$ cat config.mk
export PLATFORM = sky130hd
export DESIGN_NAME = serial_compare
export DESIGN_NICKNAME = d
export VERILOG_FILES = /design/src/rtl/serial_compare.sv
export SDC_FILE = /design/constraint.sdc
export NUM_CORES = 1
export LEC_CHECK = 0
export ABC_CLOCK_PERIOD_IN_PS = 1700
export BUFFER_PORTS_ARGS = -buffer_cell sky130_fd_sc_hd__buf_4
export CORE_ASPECT_RATIO = 0.6
export CORE_MARGIN = 1
export CORE_UTILIZATION = 50
export CTS_BUF_LIST = sky130_fd_sc_hd__clkbuf_8
export DETAILED_ROUTE_END_ITERATION = 10
export GPL_TIMING_DRIVEN = 0
export PLACE_DENSITY = 0.77
export SLEW_MARGIN = 5
export SYNTH_ARGS = -nofsm -noshare
export SYNTH_HDL_FRONTEND = slang
export SYNTH_SLANG_ARGS = --single-unit
$ cat constraint.sdc
create_clock -name clk -period 1.7 [get_ports clk]
set_input_delay 0.085 -clock clk [delete_from_list [all_inputs] [get_ports clk]]
set_output_delay 0.085 -clock clk [all_outputs]
set_load 0.005 [all_outputs]
$ cat src/rtl/serial_compare.sv
// serial_compare
//
// Multi-cycle magnitude/equality comparator. On an accepted start the two
// WIDTH-bit operands and the compare mode are latched. The operands are then
// walked MSB-first, STEP bits per clock, building the XOR mask, the index of
// the most significant differing bit, and the lt/gt decision taken at that
// bit. All chunks are always processed, so the latency is fixed at
// WIDTH/STEP + 1 edges from start to done.
//
// Parameters
//   WIDTH        operand width in bits (>= 2)
//   STEP         bits examined per clock; must divide WIDTH exactly
//   FDW          width of first_diff, max(1, clog2(WIDTH)); derived
//
// Ports
//   clk          rising-edge clock
//   rst          asynchronous active-high reset
//   start        compare request, sampled on the rising edge (IDLE/DONE only)
//   signed_mode  1 = two's-complement compare, 0 = unsigned; latched with start
//   a, b         operands; latched with start
//   busy         compare in progress
//   done         one-cycle pulse, results valid
//   eq, lt, gt   comparison result; exactly one is set after done
//   diff_mask    a XOR b
//   first_diff   index of the most significant set bit of diff_mask, 0 if eq
//
// state | meaning
// ------+-------------------------------------------------------------
// IDLE  | waiting for start; results from the last compare held
// RUN   | one chunk processed per cycle, chunk counter counts down
// DONE  | results valid, done pulsed; start here begins a new compare

module serial_compare #(
  parameter int WIDTH = 6,
  parameter int STEP  = 1,
  localparam int FDW  = ($clog2(WIDTH) > 1) ? $clog2(WIDTH) : 1
) (
  input  logic             clk,
  input  logic             rst,
  input  logic             start,
  input  logic             signed_mode,
  input  logic [WIDTH-1:0] a,
  input  logic [WIDTH-1:0] b,
  output logic             busy,
  output logic             done,
  output logic             eq,
  output logic             lt,
  output logic             gt,
  output logic [WIDTH-1:0] diff_mask,
  output logic [FDW-1:0]   first_diff
);

  localparam int N  = (STEP > 0) ? WIDTH / STEP : 1;
  localparam int CW = (N > 1) ? $clog2(N) : 1;

  if (WIDTH < 2) begin : g_bad_width
    $error("serial_compare: WIDTH must be at least 2");
  end
  if (STEP < 1 || STEP > WIDTH || (WIDTH % STEP) != 0) begin : g_bad_step
    $error("serial_compare: STEP must divide WIDTH exactly");
  end

  typedef enum logic [1:0] {
    IDLE = 2'd0,
    RUN  = 2'd1,
    DONE = 2'd2
  } state_t;

  state_t state, state_next;

  logic [WIDTH-1:0] a_q, b_q;
  logic             mode_q;
  logic [CW-1:0]    cnt;
  logic             found;
  logic             accept;
  logic             last;

  // per-chunk evaluation
  int               base;
  int               abs_idx;
  logic [WIDTH-1:0] x_sh;
  logic [WIDTH-1:0] a_sh;
  logic [STEP-1:0]  chunk_x;
  logic             hit;
  int               hi_j;
  logic             a_bit;
  logic             top_bit;
  logic             chunk_gt;
  logic [WIDTH-1:0] mask_next;

  // ---------------------------------------------------------------------
  // FSM
  // ---------------------------------------------------------------------
  always_ff @(posedge clk or posedge rst) begin
    if (rst) begin
      state <= IDLE;
    end else begin
      state <= state_next;
    end
  end

  always_comb begin
    state_next = state;
    accept     = 1'b0;
    busy       = 1'b0;
    done       = 1'b0;
    last       = (cnt == '0);
    case (state)
      IDLE: begin
        if (start) begin
          state_next = RUN;
          accept     = 1'b1;
        end
      end
      RUN: begin
        busy = 1'b1;
        if (last) begin
          state_next = DONE;
        end
      end
      DONE: begin
        done = 1'b1;
        if (start) begin
          state_next = RUN;
          accept     = 1'b1;
        end else begin
          state_next = IDLE;
        end
      end
      default: state_next = IDLE;
    endcase
  end

  // ---------------------------------------------------------------------
  // Chunk evaluation: the counter selects bits [cnt*STEP +: STEP], so the
  // first RUN cycle (cnt = N-1) covers the MSB chunk.
  // ---------------------------------------------------------------------
  always_comb begin
    base    = int'(cnt) * STEP;
    x_sh    = (a_q ^ b_q) >> base;
    chunk_x = x_sh[STEP-1:0];
    hit     = |chunk_x;
    hi_j    = 0;
    for (int j = 0; j < STEP; j++) begin
      if (chunk_x[j]) begin
        hi_j = j;
      end
    end
    abs_idx = base + hi_j;
    a_sh    = a_q >> abs_idx;
    a_bit   = a_sh[0];
    // Signed compare is an unsigned compare with both sign bits inverted,
    // which only flips the decision when the first difference is the MSB.
    top_bit   = (abs_idx == WIDTH - 1);
    chunk_gt  = a_bit ^ (mode_q & top_bit);
    mask_next = diff_mask | (WIDTH'(chunk_x) << base);
  end

  // ---------------------------------------------------------------------
  // Datapath / result registers
  // ---------------------------------------------------------------------
  always_ff @(posedge clk or posedge rst) begin
    if (rst) begin
      a_q        <= '0;
      b_q        <= '0;
      mode_q     <= 1'b0;
      cnt        <= '0;
      found      <= 1'b0;
      eq         <= 1'b0;
      lt         <= 1'b0;
      gt         <= 1'b0;
      diff_mask  <= '0;
      first_diff <= '0;
    end else if (accept) begin
      a_q        <= a;
      b_q        <= b;
      mode_q     <= signed_mode;
      cnt        <= CW'(N - 1);
      found      <= 1'b0;
      eq         <= 1'b0;
      lt         <= 1'b0;
      gt         <= 1'b0;
      diff_mask  <= '0;
      first_diff <= '0;
    end else if (state == RUN) begin
      diff_mask <= mask_next;
      if (!last) begin
        cnt <= cnt - CW'(1);
      end
      if (!found && hit) begin
        found      <= 1'b1;
        first_diff <= FDW'(abs_idx);
        gt         <= chunk_gt;
        lt         <= ~chunk_gt;
      end
      if (last) begin
        eq <= ~(found | hit);
      end
    end
  end

endmodule

==> metrics.cfg <==
[yosys]
seq_area_frac_synth_pct=53.7
syn_avg_cell_area_um2=11.8
ys_warn_count=0
synthCells=122
synth_fp_nets=141
synthArstFlopShare_pct=100
synthFlopType=dfrtp_1
synth.ff_latch_count=31
synth_edf_count=0
synth_cell_types=27
synth_area_um2=1450

[floorplanning]
die_h_um=43.6
core_area_um2=2630
core.rowCount=14
die_x_um=71.4
die_area_um2=3120
start_util_pct=55.0
io_pins=30

[global_routing]
grtUsageTotal_pct=22.6
grt_pass1_wl_um=5030
grt_pass1_vias=1050
overflow=0
grt_max_degree=32
antenna_found_initial=0

[routing]
drc_errors=1
num_vias=1070
wirelength_um=3000
vias_per_cell=5.43
wl_per_cell_um=15.2
drt_iter0_drc=62
first_pass_iters=7
drtAntennaViolNets=0

[cells_and_area]
diodes=0
area_delta_synth_final_pct=30.0
final_cell_area_um2=1880
n_fill_cell=183
nets=183
fin_util_pct=71.5
instances_no_fill=197
regArea_um2=777
multi_input_area_um2=654
drive_above_1_share_pct=43.6

[pwr]
total_power_mw=3.71
power-per-cell-area_nw_per_um2=1980
vdd_drop_max_uv=880
p_leak_nw=0.922

[clock_network]
clockBufferDepth=2
htree_levels=2
clk_latency_ns=0.28
cts_tree=built
path_clk_slew_ns=0.06
cts_buffers=5
clock_sink_count=31
cts-root-buf=clkbuf_8

[timing]
finalHoldViolations=0
fin_crit_ns=1.74
whs_ns=0.0343
skew_ns=0.00590
setup_viol=3
tns_ns=-0.0760
drv_slew=0
worstMarginPinSlew_ns=1.16
relSlewSlack_pct=22.9
rsz0062_at_grt=true
post-route-worst-setup-slack_ns=-0.0373
fmaxAchievable_ghz=0.576
fin_crit_sh_pct=102

[setup_path]
cp.arrival_ns=1.90
critPathBufInv=0
crit_path_start_kind=flop
cp_max_fo=3
endpoint_kind=flop
worst-r2r-setup-slack_ns=-0.04
crit_family=multiplexers
critPathKind=flop to flop
crit_slowest_cell=mux4_2
required_ns=1.86
crit_chain=xnor2_1 > mux4_2 > nor2_4 > o211ai_4 > mux2_4
slowest_delay_ns=0.54

[placement]
pre_cts_ws_ns=-0.336
gp_congestion=0.837
placed_cell_area_um2=1700
io_buffer_count=29
dp_hpwl_um=2100
place_inst=183

[outcome]
violations=design-rule violations, negative setup slack
outcome=complete, but fails checks

[flow_run]
cap_violations=0

[min_path]
worstHoldPathType=primary input to flop

-- placed cells by master (no fill, tap or decap), types with 2 or more instances in the layout --
cell / instances
buf_4: 34
xor2_1: 2
and2_4: 2
mux2i_1: 6
clkbuf_1: 2
dfrtp_1: 30
clkbuf_8: 6
inv_1: 7
o21ai_0: 6
nand2b_1: 2
mux2_2: 14
nand2_1: 17
nor3_2: 3
nor2_1: 5
ha_1: 3
o21ai_1: 2
xnor2_1: 5
-- power by group --
part | internal [mW] | leakage, nW | switching, mW
clock network | 0.274 | 0.0505 | 0.254
registers | 1.07 | 0.381 | 0.241
logic | 0.985 | 0.491 | 0.886
-- Yosys cell counts (2+ instances only) --
cell type | instances | area (um^2)
inv_1 | 5 | 18.8
mux2_2 | 14 | 158
dfrtp_1 | 31 | 776
mux2i_1 | 7 | 70.1
clkbuf_1 | 3 | 11.3
ha_1 | 3 | 37.5
nand2b_1 | 2 | 12.5
and2_1 | 2 | 12.5
nand2_1 | 17 | 63.8
nor3_1 | 4 | 20.0
xnor2_1 | 5 | 43.8
o21ai_0 | 9 | 45.0
nor2_1 | 5 | 18.8
xor2_1 | 2 | 17.5
-- worst register-to-register path: cells and delay by family (launching register included) --
kind | cells | cell delay [ns]
mux | 2 | 0.85
flops | 1 | 0.39
xor+xnor | 1 | 0.14
simple gates | 1 | 0.14
compound gates | 1 | 0.11
-- flip-flops by register name, indices dropped and copies added (netlist names) --
signal      flops
found           1
eq              1
gt              1
b_q             6
diff_mask       6
cnt             3
first_diff      3
mode_q          1
a_q             6
lt              1
state           2
-- area by class of cell --
type | instances | area share, %
Timing Repair Buffer | 35 | 14.2
Tap cell | 32 | 2.13
Buffer | 4 | 1.40
Multi-Input combinational cell | 80 | 34.8
Clock buffer | 5 | 3.66
Inverter | 7 | 1.80
Clock inverter | 3 | 0.666
Sequential cell | 31 | 41.3
-- final timing paths --
kind	from	endpoint	cells after the start
worst max register to register	b_q[0]	lt	5
worst min register to register	diff_mask[3]	diff_mask[3]	2
worst max-delay path	b_q[0]	lt	5
min in group asynchronous	rst	lt	2
worst min-delay path	a[4]	a_q[4]	2
max in group asynchronous	rst	cnt[1]	2
-- repair_timing --
action	in CTS	in global routing
gates resized for setup	12	8
hold buffers	0	0
pin swaps	2	0
buffers inserted	6	0
gates cloned	0	0
setup endpoints to repair	16	16
-- per-layer routing --
layer | vias up | track usage, % | part of all wire [%]
met2 | 32 | 37.0 | 48
met5 | - | 0 | 0
met4 | 0 | 8.40 | 1.6
met1 | 538 | 28.5 | 44
met3 | 7 | 7.44 | 6.0
li1 | 493 | - | -
-- logic make-up (layout without fill, tap and decap cells) --
family | after synthesis | count (layout) | synth area share [%]
compound gates | 11 | 11 | 4.93
buf+inv | 11 | 54 | 2.94
mux | 24 | 24 | 20.2
xor+xnor | 7 | 7 | 4.24
simple gates | 35 | 35 | 11.4
fa+ha+maj | 3 | 3 | 2.60
flops | 31 | 31 | 53.7
No activity file was read; power rests on OpenSTA's default activity.
